[src/rtl/alu_arbiter.sv]
// rtl/alu_arbiter.sv - two-requester arbiter sharing one combinational ALU
//
// Purpose: accepts one operation at a time from m0 or m1, drives it to the
// shared ALU for one cycle, captures the result and holds it until the owning
// requester consumes it. Contention is resolved round-robin by default.
//
// Ports:
//   clk, rst                         clock, synchronous active-high reset
//   mN_req_valid / mN_req_ready      request handshake (N = 0, 1)
//   mN_src1, mN_src2, mN_fn          operands and function code from requester N
//   mN_rsp_valid / mN_rsp_ready      response handshake (N = 0, 1)
//   mN_rsp_data                      captured result, shared by both requesters
//   alu_src1, alu_src2, alu_fn       to the shared ALU, zero outside EXEC
//   alu_result                       combinational result from the ALU
//
// Macro ALU_ARBITER_FIXED_PRIO_EN: when defined, m0 always wins contention and
// the last-grant pointer is not built.

module alu_arbiter (
    input  logic        clk,
    input  logic        rst,
    input  logic        m0_req_valid,
    output logic        m0_req_ready,
    input  logic [31:0] m0_src1,
    input  logic [31:0] m0_src2,
    input  logic [5:0]  m0_fn,
    output logic        m0_rsp_valid,
    input  logic        m0_rsp_ready,
    output logic [31:0] m0_rsp_data,
    input  logic        m1_req_valid,
    output logic        m1_req_ready,
    input  logic [31:0] m1_src1,
    input  logic [31:0] m1_src2,
    input  logic [5:0]  m1_fn,
    output logic        m1_rsp_valid,
    input  logic        m1_rsp_ready,
    output logic [31:0] m1_rsp_data,
    output logic [31:0] alu_src1,
    output logic [31:0] alu_src2,
    output logic [5:0]  alu_fn,
    input  logic [31:0] alu_result
);

    typedef enum logic [1:0] {
        IDLE = 2'd0,
        EXEC = 2'd1,
        RESP = 2'd2
    } state_t;

    state_t      state_q, state_d;
    logic [31:0] src1_q, src1_d;
    logic [31:0] src2_q, src2_d;
    logic [5:0]  fn_q, fn_d;
    logic        owner_q, owner_d;
    logic [31:0] result_q, result_d;
    logic        grant_id;
    logic        accept;
    logic        owner_rsp_ready;

`ifndef ALU_ARBITER_FIXED_PRIO_EN
    logic        last_q, last_d;
`endif

    // grant_id: 0 selects m0, 1 selects m1. A lone requester always wins.
    always_comb begin
`ifdef ALU_ARBITER_FIXED_PRIO_EN
        grant_id = ~m0_req_valid;
`else
        if (m0_req_valid && m1_req_valid) begin
            grant_id = ~last_q;
        end else begin
            grant_id = ~m0_req_valid;
        end
`endif
    end

    // Ready is held low while rst is high so no request is handshaken on an
    // edge that is about to discard it.
    assign accept          = (state_q == IDLE) && (m0_req_valid || m1_req_valid) && !rst;
    assign m0_req_ready    = accept && !grant_id;
    assign m1_req_ready    = accept && grant_id;
    assign owner_rsp_ready = owner_q ? m1_rsp_ready : m0_rsp_ready;

    always_comb begin
        state_d  = state_q;
        src1_d   = src1_q;
        src2_d   = src2_q;
        fn_d     = fn_q;
        owner_d  = owner_q;
        result_d = result_q;
`ifndef ALU_ARBITER_FIXED_PRIO_EN
        last_d   = last_q;
`endif
        case (state_q)
            IDLE: begin
                if (accept) begin
                    src1_d  = grant_id ? m1_src1 : m0_src1;
                    src2_d  = grant_id ? m1_src2 : m0_src2;
                    fn_d    = grant_id ? m1_fn   : m0_fn;
                    owner_d = grant_id;
`ifndef ALU_ARBITER_FIXED_PRIO_EN
                    last_d  = grant_id;
`endif
                    state_d = EXEC;
                end
            end
            EXEC: begin
                result_d = alu_result;
                state_d  = RESP;
            end
            RESP: begin
                // Non-owner ready is deliberately not looked at.
                if (owner_rsp_ready) begin
                    state_d = IDLE;
                end
            end
            default: begin
                state_d = IDLE;
            end
        endcase
    end

    always_ff @(posedge clk) begin
        if (rst) begin
            state_q  <= IDLE;
            src1_q   <= '0;
            src2_q   <= '0;
            fn_q     <= '0;
            owner_q  <= 1'b0;
            result_q <= '0;
`ifndef ALU_ARBITER_FIXED_PRIO_EN
            last_q   <= 1'b1;
`endif
        end else begin
            state_q  <= state_d;
            src1_q   <= src1_d;
            src2_q   <= src2_d;
            fn_q     <= fn_d;
            owner_q  <= owner_d;
            result_q <= result_d;
`ifndef ALU_ARBITER_FIXED_PRIO_EN
            last_q   <= last_d;
`endif
        end
    end

    assign alu_src1     = (state_q == EXEC) ? src1_q : '0;
    assign alu_src2     = (state_q == EXEC) ? src2_q : '0;
    assign alu_fn       = (state_q == EXEC) ? fn_q   : '0;
    assign m0_rsp_valid = (state_q == RESP) && !owner_q;
    assign m1_rsp_valid = (state_q == RESP) && owner_q;
    assign m0_rsp_data  = result_q;
    assign m1_rsp_data  = result_q;

endmodule

[config.mk]
export PLATFORM = sky130hd
export DESIGN_NAME = alu_arbiter
export DESIGN_NICKNAME = d
export VERILOG_FILES = /design/src/rtl/alu_arbiter.sv
export SDC_FILE = /design/constraint.sdc
export NUM_CORES = 1
export LEC_CHECK = 0
export ABC_AREA = 1
export BUFFER_PORTS_ARGS = -buffer_cell sky130_fd_sc_hd__buf_2
export CAP_MARGIN = 20
export CORE_AREA = 2 2 124 126
export CTS_CLUSTER_DIAMETER = 200
export DETAILED_ROUTE_END_ITERATION = 8
export DIE_AREA = 0 0 126 128
export GPL_TIMING_DRIVEN = 0
export PLACE_DENSITY = 0.79
export RECOVER_POWER = 50
export SYNTH_ARGS = -nofsm -noshare
export SYNTH_HDL_FRONTEND = slang
export SYNTH_SLANG_ARGS = --single-unit
[constraint.sdc]
create_clock -name clk -period 2.4 [get_ports clk]
set_clock_uncertainty 0.05 [all_clocks]
set_input_delay 0.48 -clock clk [delete_from_list [all_inputs] [get_ports clk]]
set_output_delay 0.48 -clock clk [all_outputs]
set_load 0.01 [all_outputs]
## After elaboration in Yosys (flattened, before gate mapping)

Cells that the tools add are included.

- Flip-flop bits (word level): 106
- Input port bits: 178
- Output and inout bits: 138
- Word-level logic and storage cells: 38

- Eq/ne operators: 4
- Multiplexer cells: 11
- Bitwise logic cells: 2
- Reductions and logical operators: 14

Operators with widths:

| operator | count |
|---|---|
| two-way mux 32 bit | 4 |
| two-way mux 6 bit | 2 |
| logical AND 1 bit | 7 |
| one-hot mux 2 bit (3 select lines) | 1 |
| two-way mux 2 bit | 2 |
| inequality test 2 bit, second input constant | 2 |
| AND reduction 2 bit | 2 |
| logical NOT 1 bit | 3 |
| equality test 2 x 1 -> 1 bit, second input constant | 1 |
| equality test 2 bit, second input constant | 1 |
| logical NOT 2 bit | 1 |
| two-way mux 1 bit | 2 |
| NOT 1 bit | 2 |
| logical OR 1 bit | 1 |

## Longest topological paths before layout

- Depth after elaboration: 5
- Gate-level depth with buffers: 8
- Depth with buffers taken out: 7

## Worst setup path after synthesis

No wires, ideal clock.

- Path kind: input port to output port
- Start: input rst
- End: output m1_req_ready
- Data arrival time: 1.251 ns
- Required time: 1.870 ns
- Path slack: 0.619 ns
- Stages: 7
- Buffers on the path: 2
- Cells stage by stage: buf_2 inv_2 nand3_4 inv_4 buf_4 nand2_1 inv_1

- Longest elaborated chain between the ends: 3

RTL lines:

| what | line | RTL |
|---|---|---|
| start: declaration | 21 | `input logic rst,` |
| logical NOT 1 bit | 79 | `assign accept = (state_q == IDLE) && (m0_req_valid \|\| m1_req_valid) && !rst;` |
| logical AND 1 bit | 79 |  |
| logical AND 1 bit | 81 | `assign m1_req_ready = accept && grant_id;` |
| end: declaration | 31 | `output logic m1_req_ready,` |

Every way passes these cells.

## Worst setup path in the final report

- Start: register state_q[1]
- End: output m1_req_ready

- Longest elaborated chain between the ends: 4

RTL lines:

| what | line | RTL |
|---|---|---|
| start: declaration | 50 | `state_t state_q, state_d;` |
| start signal: assignment | 135 | `state_q <= state_d;` |
| logical NOT 2 bit | 79 |  |
| logical AND 1 bit (2 in a row) | 79 |  |
| logical AND 1 bit | 81 |  |

Every way passes these cells.

==> results.json <==
{
  "r2r_start": "last_q",
  "htree_levels": 3,
  "fmax_mhz": 425,
  "ir_drop_v": 0.000354,
  "hold_start": "alu_result[30]",
  "worstPathRequired_ns": 1.87,
  "grt_usage_pct": 21.7,
  "ys.flop_type": "dfxtp_1",
  "netlist_area_um2": 5470,
  "syn_to_final_growth_pct": 38.7,
  "cts_max_path_buffers": 2,
  "clk_pin_slew_ns": 0.07,
  "synth.area.top_cells": "dfxtp_1 (39%), nand2_1 (20%), nor2_1 (9.6%)",
  "layoutNonFillerInstCount": 1404,
  "gp_congestion": 0.851,
  "clkSinkCount": 106,
  "total_power_w": 0.00467,
  "drive_gt1_share_pct": 31.0,
  "cts-root-buf": "clkbuf_16",
  "r2r-end": "src1_q[1]",
  "grt_max_degree": 18,
  "fin_area_um2": 7580,
  "boundaryPins": 316,
  "fill_cells": 1596,
  "end_kind": "output port",
  "fin_crit_sh_pct": 97.9,
  "yosysWarningCount": 0,
  "wirelength_um": 18600,
  "leakage_nw": 3.88,
  "hold_viol": 0,
  "synth.most_common_cell": "nand2_1",
  "fp-row-count": 45,
  "r2r_cells": 7,
  "hold_path_class": "primary input to flip-flop",
  "setup_violations": 0,
  "synth.top_cell.area_share_pct": 38.8,
  "drt_iter0_drc": 283,
  "avgSynthCellArea_um2": 6.18,
  "maxSlewViolCount": 0,
  "drtAntennaViolNets": 0,
  "synthCells": 885,
  "grt_overflow": 0,
  "antenna_found_initial": 2,
  "numCtsBuffers": 9,
  "startpoint_type": "flip-flop",
  "vias": 6484,
  "fin_nets": 1387,
  "synth_cell_types": 16,
  "worstHoldEndpoint": "m0_rsp_data[30]",
  "vias_per_cell": 4.62,
  "ys_seq_area_share_pct": 38.8,
  "cts_setup_buffers": 0,
  "final_util_pct": 51.0,
  "power.density_nw_per_um2": 616,
  "yosysTopAreaCell": "dfxtp_1",
  "dieArea_um2": 16100,
  "tritoncts": "yes",
  "io_buffers": 313,
  "ys_ff_latch": 106,
  "min_path_cells": 3,
  "outcome": "complete, no violations",
  "drt-pass1-iter-count": 4,
  "finalCriticalPeriod_ns": 2.35,
  "multi_input_comb_area_um2": 2530,
  "seq_area_um2": 2120,
  "syn_nets": 1063,
  "path_class": "flip-flop to output port",
  "placed_cell_area_um2": 7270,
  "die_w_um": 126,
  "start_util_pct": 36.8,
  "grt_pass1_wl_um": 27900,
  "synth_edf_count": 0,
  "cts.hold.buffers_added": 0,
  "rsz0062_at_grt": "true",
  "grt_pass1_vias": 5700,
  "worstSkewPairLatency_ns": 0.34,
  "async_reset_ff_share_pct": 0,
  "die_y_um": 128,
  "relSlewSlack_pct": 64.1,
  "drcViolationCount": 0,
  "cp.arrival_ns": 1.82,
  "dp_cells": 1386,
  "synth_common_cells": "nand2_1 (285), nor2_1 (140), dfxtp_1 (106)",
  "worst_slew_pin_slew_ns": 0.538,
  "core_um2": 14900,
  "cts-resized-gates": 5,
  "rrSetupSlack_ns": 0.82,
  "maxCapViolCount": 0,
  "dp_hpwl_um": 14300,
  "cp_max_fo": 10,
  "detail_route.wl_per_cell_um": 13.2
}
[cell families after synthesis]
family / count (synthesis) / synth area share, %
AND/OR/NAND/NOR: 500 / 36.3
buffers and inverters: 174 / 15.2
flip-flops: 106 / 38.8
AO/OA/AOI/OAI: 105 / 9.66
[critical path: stages, from the launching register on]
cell and delay, ns:
dfxtp_1 0.32, nor2_1 0.23, nand3_4 0.23, inv_4 0.21, buf_4 0.21, nand2_1 0.09
inv_1 0.06, buf_2 0.12
[placed cells by master, fill, tap and decap left out, types with 2 or more instances in the layout]
master,synthesis,layout
a21oi_1,71,71
nor2_2,0,2
inv_2,2,2
o21ai_0,33,33
buf_4,40,41
nand3_1,71,71
clkbuf_16,0,9
clkinvlp_4,0,2
dfxtp_1,106,106
inv_1,78,78
clkbuf_2,0,6
nor2_1,140,138
clkinv_4,0,2
diode_2,0,2
nand2_4,0,2
buf_1,3,3
buf_2,19,304
nand2_1,285,285
clkbuf_1,31,52
clkbuf_8,0,2
[metrics by stage]
step                worst slack, ns  hold WS (ns)  TNS, ns
floorplan                     0.619         0.394        0
global placement             0.0591         0.401        0
detailed placement           0.0319         0.405        0
CTS                          0.0283         0.315        0
global route                 -0.103         0.330   -0.103
finish                       0.0493         0.333        0
[power by group]
part	switching [W]	leakage, nW	internal (W)
clock network	0.000669	0.148	0.000870
registers	0.0000861	0.868	0.00190
logic	0.000665	2.87	0.000477
total	0.00142	3.88	0.00325
[sequential cells by signal, indices dropped and copies added, names as in the netlist]
signal,flops
owner_q,1
src1_q,32
last_q,1
src2_q,32
m0_rsp_data,32
fn_q,6
state_q,2
[area by class of cell]
type / instances / area share (%)
Sequential cell: 106 / 28.0
Clock buffer: 11 / 3.33
Multi-Input combinational cell: 605 / 33.4
Timing Repair Buffer: 313 / 20.2
Antenna cell: 2 / 0.0660
Tap cell: 188 / 3.10
Inverter: 81 / 4.04
Buffer: 93 / 7.03
Clock inverter: 5 / 0.825
[how the worst max path moves through the flow]
stage                from            to  slack, ns  cells after the start
4_1_cts            last_q  m1_req_ready       0.03                      7
3_3_place_gp   state_q[1]   alu_src1[1]       0.06                      6
3_5_place_dp   state_q[1]   alu_src1[1]       0.03                      6
6_report       state_q[1]  m1_req_ready       0.05                      7
2_1_floorplan         rst  m1_req_ready       0.62                      7
5_1_grt        state_q[1]  m1_req_ready      -0.10                      7
[routing by layer]
metal	share of wire, %	track usage [%]	vias to the layer above
li1	-	-	3336
met1	42	25.9	2894
met2	50	39.0	235
met3	6.5	4.88	19
met4	1.6	6.59	0
met5	0	0	-
No activity file was read; power rests on OpenSTA's default activity.
